<file path="config.mk">
export PLATFORM = sky130hd
export DESIGN_NAME = shift_add_mult_ctrl_flat
export DESIGN_NICKNAME = d
export VERILOG_FILES = /design/src/rtl/shift_add_mult_ctrl_pkg.sv /design/src/rtl/shift_add_mult_ctrl_if.sv /design/src/rtl/shift_add_mult_ctrl_add_shift_step.sv /design/src/rtl/shift_add_mult_ctrl.sv /design/src/flat_wrapper.sv
export SDC_FILE = /design/constraint.sdc
export NUM_CORES = 1
export LEC_CHECK = 0
export CAP_MARGIN = 20
export CORE_MARGIN = 2
export CORE_UTILIZATION = 50
export DETAILED_ROUTE_END_ITERATION = 12
export PLACE_DENSITY_LB_ADDON = 0.08
export SETUP_SLACK_MARGIN = 0.02
export SKIP_LAST_GASP = 1
export SYNTH_ARGS = -nofsm -noshare
export SYNTH_HDL_FRONTEND = slang
export SYNTH_HIERARCHICAL = 1
export SYNTH_SLANG_ARGS = --single-unit
</file>
<file path="constraint.sdc">
create_clock -name clk -period 15.51 [get_ports clk]
set_input_delay 2.3265 -clock clk [delete_from_list [all_inputs] [get_ports clk]]
set_output_delay 2.3265 -clock clk [all_outputs]
set_load 0.02 [all_outputs]
</file>
<file path="src/rtl/shift_add_mult_ctrl_pkg.sv">
// Shared types and constants for the iterative shift-add multiplier.
// Latency: n/a (declarations only). Backpressure: n/a.
// Holds the controller state encoding, default operand width and counter sizing helper.
package mult_pkg;

    typedef enum logic [1:0] {
        IDLE = 2'd0,
        RUN  = 2'd1,
        DONE = 2'd2
    } state_t;

    localparam int DEFAULT_WIDTH = 32;

    // Counter must be able to hold WIDTH itself, hence WIDTH+1 codes.
    function automatic int cnt_w(input int w);
        return $clog2(w + 1);
    endfunction

endpackage

</file>
<file path="src/rtl/shift_add_mult_ctrl_if.sv">
// Requester-side bundle for the multiplier: start/operands in, busy/done/product out.
// Latency: n/a (wiring only). Backpressure: start is only honoured while the controller is idle or done.
// The requester uses the master modport and the controller uses the slave modport.
interface shift_add_mult_ctrl_if #(
    parameter int WIDTH = mult_pkg::DEFAULT_WIDTH
);
    logic                 start;
    logic [WIDTH-1:0]     a;
    logic [WIDTH-1:0]     b;
    logic                 busy;
    logic                 done;
    logic [2*WIDTH-1:0]   product;

    modport master (
        output start, a, b,
        input  busy, done, product
    );

    modport slave (
        input  start, a, b,
        output busy, done, product
    );
endinterface

</file>
<file path="src/rtl/shift_add_mult_ctrl_add_shift_step.sv">
// One shift-add iteration: conditional ripple add of a into acc, then right shift of {carry,acc,mq}.
// Latency: combinational. Backpressure: none.
// The carry out of the add lands in the acc MSB after the shift, so no bit is ever lost.
module fa_cell (
    input  logic x,
    input  logic y,
    input  logic ci,
    output logic s,
    output logic co
);
    assign s  = x ^ y ^ ci;
    assign co = (x & y) | (ci & (x ^ y));
endmodule

module add_shift_step #(
    parameter int WIDTH = 32
) (
    input  logic [WIDTH-1:0] acc,
    input  logic [WIDTH-1:0] mq,
    input  logic [WIDTH-1:0] a,
    output logic [WIDTH-1:0] acc_nxt,
    output logic [WIDTH-1:0] mq_nxt
);
    logic [WIDTH-1:0] addend;
    logic [WIDTH-1:0] sum;
    logic [WIDTH:0]   carry;

    assign addend   = mq[0] ? a : '0;
    assign carry[0] = 1'b0;

    for (genvar i = 0; i < WIDTH; i++) begin : g_fa
        fa_cell u_fa (
            .x  (acc[i]),
            .y  (addend[i]),
            .ci (carry[i]),
            .s  (sum[i]),
            .co (carry[i+1])
        );
    end

    assign acc_nxt = {carry[WIDTH], sum[WIDTH-1:1]};
    assign mq_nxt  = {sum[0], mq[WIDTH-1:1]};
endmodule

</file>
<file path="src/rtl/shift_add_mult_ctrl.sv">
// Iterative unsigned WIDTH x WIDTH multiplier controller; EARLY_TERM_EN enables early completion.
// Latency: WIDTH RUN cycles after the accepting edge (fewer with EARLY_TERM_EN); done pulses one cycle.
// Backpressure: start is ignored during RUN; a start seen in DONE is accepted back-to-back.
module shift_add_mult_ctrl
    import mult_pkg::*;
#(
    parameter int WIDTH = DEFAULT_WIDTH
) (
    input  logic                  clk,
    input  logic                  rst_n,
    shift_add_mult_ctrl_if.slave  bus
);
    localparam int CNT_W = cnt_w(WIDTH);

    state_t               state_q, state_d;
    logic [WIDTH-1:0]     a_q, a_d;
    logic [WIDTH-1:0]     acc_q, acc_d;
    logic [WIDTH-1:0]     mq_q, mq_d;
    logic [CNT_W-1:0]     cnt_q, cnt_d;
    logic [2*WIDTH-1:0]   prod_q, prod_d;

    logic [WIDTH-1:0]     step_acc;
    logic [WIDTH-1:0]     step_mq;
    logic [CNT_W-1:0]     cnt_dec;

    add_shift_step #(.WIDTH(WIDTH)) u_step (
        .acc     (acc_q),
        .mq      (mq_q),
        .a       (a_q),
        .acc_nxt (step_acc),
        .mq_nxt  (step_mq)
    );

    assign cnt_dec = cnt_q - CNT_W'(1);

`ifdef EARLY_TERM_EN
    // Low cnt_dec bits of the shifted mq are the multiplier bits still to be consumed.
    logic [WIDTH-1:0] rem_mask;
    assign rem_mask = (WIDTH'(1) << cnt_dec) - WIDTH'(1);
`endif

    always_ff @(posedge clk) begin
        if (!rst_n) begin
            state_q <= IDLE;
            a_q     <= '0;
            acc_q   <= '0;
            mq_q    <= '0;
            cnt_q   <= '0;
            prod_q  <= '0;
        end else begin
            state_q <= state_d;
            a_q     <= a_d;
            acc_q   <= acc_d;
            mq_q    <= mq_d;
            cnt_q   <= cnt_d;
            prod_q  <= prod_d;
        end
    end

    always_comb begin
        state_d = state_q;
        a_d     = a_q;
        acc_d   = acc_q;
        mq_d    = mq_q;
        cnt_d   = cnt_q;
        prod_d  = prod_q;
        case (state_q)
            IDLE, DONE: begin
                state_d = IDLE;
                if (bus.start) begin
                    state_d = RUN;
                    a_d     = bus.a;
                    acc_d   = '0;
                    mq_d    = bus.b;
                    cnt_d   = CNT_W'(WIDTH);
                end
            end
            RUN: begin
                acc_d = step_acc;
                mq_d  = step_mq;
                cnt_d = cnt_dec;
`ifdef EARLY_TERM_EN
                // Remaining iterations would only add zero, i.e. a plain right shift.
                if ((step_mq & rem_mask) == '0) begin
                    state_d = DONE;
                    prod_d  = {step_acc, step_mq} >> cnt_dec;
                end
`else
                if (cnt_q == CNT_W'(1)) begin
                    state_d = DONE;
                    prod_d  = {step_acc, step_mq};
                end
`endif
            end
            default: state_d = IDLE;
        endcase
    end

    assign bus.busy    = (state_q == RUN);
    assign bus.done    = (state_q == DONE);
    assign bus.product = prod_q;
endmodule

</file>
<file path="src/flat_wrapper.sv">
// flat-port wrapper written by rule: the top's interface ports become plain ports
module shift_add_mult_ctrl_flat import mult_pkg::*;
#(
    parameter int WIDTH = DEFAULT_WIDTH
)
  (clk, rst_n, bus_start, bus_a, bus_b, bus_busy, bus_done, bus_product);
  shift_add_mult_ctrl_if #(.WIDTH(WIDTH)) bus_i ();
  input  logic clk;
  input  logic rst_n;
  input wire logic [$bits(bus_i.start)-1:0] bus_start;
  input wire logic [$bits(bus_i.a)-1:0] bus_a;
  input wire logic [$bits(bus_i.b)-1:0] bus_b;
  output wire logic [$bits(bus_i.busy)-1:0] bus_busy;
  output wire logic [$bits(bus_i.done)-1:0] bus_done;
  output wire logic [$bits(bus_i.product)-1:0] bus_product;
  assign bus_i.start = bus_start;
  assign bus_i.a = bus_a;
  assign bus_i.b = bus_b;
  assign bus_busy = bus_i.busy;
  assign bus_done = bus_i.done;
  assign bus_product = bus_i.product;
  shift_add_mult_ctrl #(.WIDTH(WIDTH)) u_core (.clk(clk), .rst_n(rst_n), .bus(bus_i));
endmodule
</file>
==> results.py, run 1 <==
metrics = {
    "run_status": {
        "run_status": "finished, final reports clean",
    },
    "clock_network": {
        "clkLatencyLatePin_ps": 420,
        "cts_tree": "done",
        "post_cts_buffers": 0,
        "cts_buffers": 17,
        "cts_resized": 0,
        "htreeDepth": 4,
        "ctsHoldBuffers": 0,
        "cts_sinks": 168,
        "cts-root-buf": "clkbuf_16",
        "clk_pin_slew_ps": 60,
        "clk_path_buf_depth": 2,
    },
    "drt": {
        "drc": 0,
        "routedWlPerCell_um": 16.0,
        "ant_nets": 0,
        "viasPerCell": 5.68,
        "drt_pass1_iterations": 5,
        "drtIter0Drc": 458,
        "num_vias": 6307,
        "wirelength_um": 17800,
    },
    "grt": {
        "grt_pass1_wl_um": 29600,
        "overflow": 0,
        "grt_usage": 0.225,
        "antenna_found_initial": 0,
        "use_met3": 0.0489,
        "busiest_layer": "met2",
        "grt.met2_usage": 0.381,
        "grt_use_met1": 0.286,
        "grt_max_degree": 111,
        "grt_pass1_vias": 6115,
    },
    "power_and_ir_drop": {
        "power_uw": 975,
        "power_density_nw_per_um2": 107,
        "ir_drop_uv": 82.5,
        "power_leakage_nw": 3.24,
    },
    "logic_synthesis": {
        "synth_edf_count": 0,
        "synth_nets": 968,
        "netlist_instances": 867,
        "synth_seq_cells": 168,
        "ys.flop_type": "dfxtp_1",
        "async_flop_share": 0,
        "avgSynthCellArea_um2": 8.68,
        "yosysWarnings": 6,
        "seq_area_frac_synth": 0.447,
        "ys_types": 35,
        "syn_area_um2": 7530,
    },
    "cells_and_area": {
        "post-route-util": 0.623,
        "syn_to_final_growth_pct": 21.2,
        "drive_gt1_frac": 0.0853,
        "final_area_um2": 9130,
        "fillers": 1262,
        "nNetsFinal": 1015,
        "multi_input_area_um2": 3520,
        "register_area_um2": 3360,
        "antenna_cells": 0,
    },
    "setup_path": {
        "slowest_delay_ps": 530,
        "cp-start-kind": "register",
        "crit_arrival_ps": 14340,
        "worst_ep_required_time_ps": 15860,
        "critPathCaptureType": "register",
        "crit_family": "adder cells",
        "cpMostUsedCell": "fa_1",
        "slowest_stage": "fa_1",
        "crit_buf_inv": 1,
        "critPathKind": "register to register",
        "crit_fanout": 33,
    },
    "timing": {
        "hold_slack_ps": 451,
        "period_share": 0.902,
        "rsz0062_at_grt": "no",
        "final.setup.tns_ps": 0,
        "fmaxAchievable_mhz": 71.5,
        "period_needed_ps": 13990,
        "slew_headroom": 0.333,
        "skew_ps": 8.34,
        "finalSetupViolCount": 0,
        "finalHoldViolCount": 0,
        "slew_viol_final": 0,
        "tightest_slew_ps": 997,
    },
    "placement": {
        "io_buffers": 132,
        "dpl_cell_area_um2": 8520,
        "gp_congestion": 0.819,
        "dp_hpwl_um": 10600,
    },
    "run": {
        "cap_violations": 0,
    },
    "floorplanning": {
        "core-area_um2": 14600,
        "dieArea_um2": 16100,
        "die_w_um": 127,
        "initial_core_util": 0.514,
        "ioPinCount": 133,
        "fp.dieH_um": 127,
        "rows": 44,
    },
    "min_path": {
        "hold_class": "register to register",
    },
}
==> layout make-up <==
type,instances,area share
Sequential cell,168,0.369
Tap cell,184,0.0252
Multi-Input combinational cell,579,0.386
Clock buffer,22,0.0498
Clock inverter,9,0.0111
Timing Repair Buffer,142,0.157
Inverter,6,0.00274
==> cells in the final DEF, fill, tap and decap left out, types with 2 or more instances in the layout <==
cell             count
and2_2              32
nand2b_1             3
bufinv_16            2
o21ai_0             56
nand2_1             99
a22oi_1             32
clkdlybuf4s50_1    132
fa_1                32
clkbuf_16           17
nand3_1            132
clkbuf_1             4
inv_1                4
dfxtp_1            168
o21ai_1              9
a21oi_1            164
ha_1                 2
buf_4                8
clkinv_2             5
==> worst register-to-register path: cells and delay by family, from the launching register on <==
kind,cells,cell delay (ps)
adder cells (fa/ha/maj),32,12930
AO/OA/AOI/OAI,1,150
AND/OR/NAND/NOR,2,310
flip-flops,1,300
buffers and inverters,1,210
==> synth_stat cells, types with 2 or more instances <==
| cell type | instances | area share |
|---|---|---|
| ha_1 | 2 | 0.0033 |
| buf_6 | 5 | 0.0075 |
| fa_1 | 32 | 0.085 |
| a21oi_1 | 164 | 0.11 |
| inv_1 | 4 | 0.0020 |
| clkbuf_2 | 3 | 0.0020 |
| nand2b_1 | 5 | 0.0042 |
| nand3_1 | 132 | 0.088 |
| buf_2 | 38 | 0.025 |
| clkbuf_1 | 32 | 0.016 |
| nand2_1 | 99 | 0.049 |
| and2_2 | 32 | 0.032 |
| dfxtp_1 | 168 | 0.45 |
| o21ai_0 | 56 | 0.037 |
| o21ai_1 | 9 | 0.0060 |
| buf_4 | 35 | 0.035 |
| nor2b_1 | 2 | 0.0017 |
| a22oi_1 | 32 | 0.032 |
==> layer usage <==
layer / routed length (um) / up-vias / part of all wire
met5: 0 / - / 0
met4: 263 / 0 / 0.015
met3: 1070 / 24 / 0.060
met2: 8610 / 208 / 0.48
met1: 7820 / 3023 / 0.44
li1: - / 3052 / -
==> final timing paths <==
kind                                from                             endpoint  slack [ps]  depth (start not counted)
min          u_core/a_q[18]$_SDFFE_PN0P_          u_core/a_q[18]$_SDFFE_PN0P_         450                          2
min reg2reg  u_core/a_q[18]$_SDFFE_PN0P_          u_core/a_q[18]$_SDFFE_PN0P_         450                          2
max reg2reg  u_core/mq_q[0]$_SDFFE_PN0P_  u_core/bus.product[62]$_SDFFE_PN0P_        1520                         36
max          u_core/mq_q[0]$_SDFFE_PN0P_  u_core/bus.product[62]$_SDFFE_PN0P_        1520                         36
==> sequential cells by signal, indices dropped and copies added, names as in the netlist <==
signal / count
u_core/acc_q: 32
u_core/bus.product: 64
u_core/state_q: 2
u_core/mq_q: 32
u_core/a_q: 32
u_core/cnt_q: 6
==> stage by stage <==
step	worst slack (ps)	cells
floorplan	2310	867
detailed placement	1650	1077
global route	1120	1110
finish	1520	1110
global placement	1860	1077
CTS	1580	1108
==> logic make-up (layout without fill, tap and decap cells) <==
family | count (synthesis) | count (layout) | share of synthesized area
simple gates | 277 | 277 | 0.184
compound gates | 266 | 266 | 0.189
flops | 168 | 168 | 0.447
buf+inv | 120 | 179 | 0.0891
fa+ha+maj | 34 | 34 | 0.0884
other cells | 1 | 1 | 0.000498
mux | 1 | 1 | 0.00133
==> where the power goes <==
part | total (mW) | switching [mW] | leakage [nW] | internal (mW)
Clock | 0.405 | 0.166 | 0.273 | 0.239
Sequential | 0.457 | 0.0106 | 1.36 | 0.446
Combinational | 0.113 | 0.0750 | 1.60 | 0.0383
Total | 0.975 | 0.251 | 3.24 | 0.723
Note: power is estimated with default switching activity, not from simulation.
==> inputs of run 2 (changes only) <==
--- a/config.mk
+++ b/config.mk
@@ -11,6 +11,7 @@
 export DETAILED_ROUTE_END_ITERATION = 12
 export PLACE_DENSITY_LB_ADDON = 0.08
 export SETUP_SLACK_MARGIN = 0.02
+export SKIP_CTS_REPAIR_TIMING = 1
 export SKIP_LAST_GASP = 1
 export SYNTH_ARGS = -nofsm -noshare
 export SYNTH_HDL_FRONTEND = slang
==> results of run 2 <==
Final layout, timing and power as in run 1 (identical DEF).
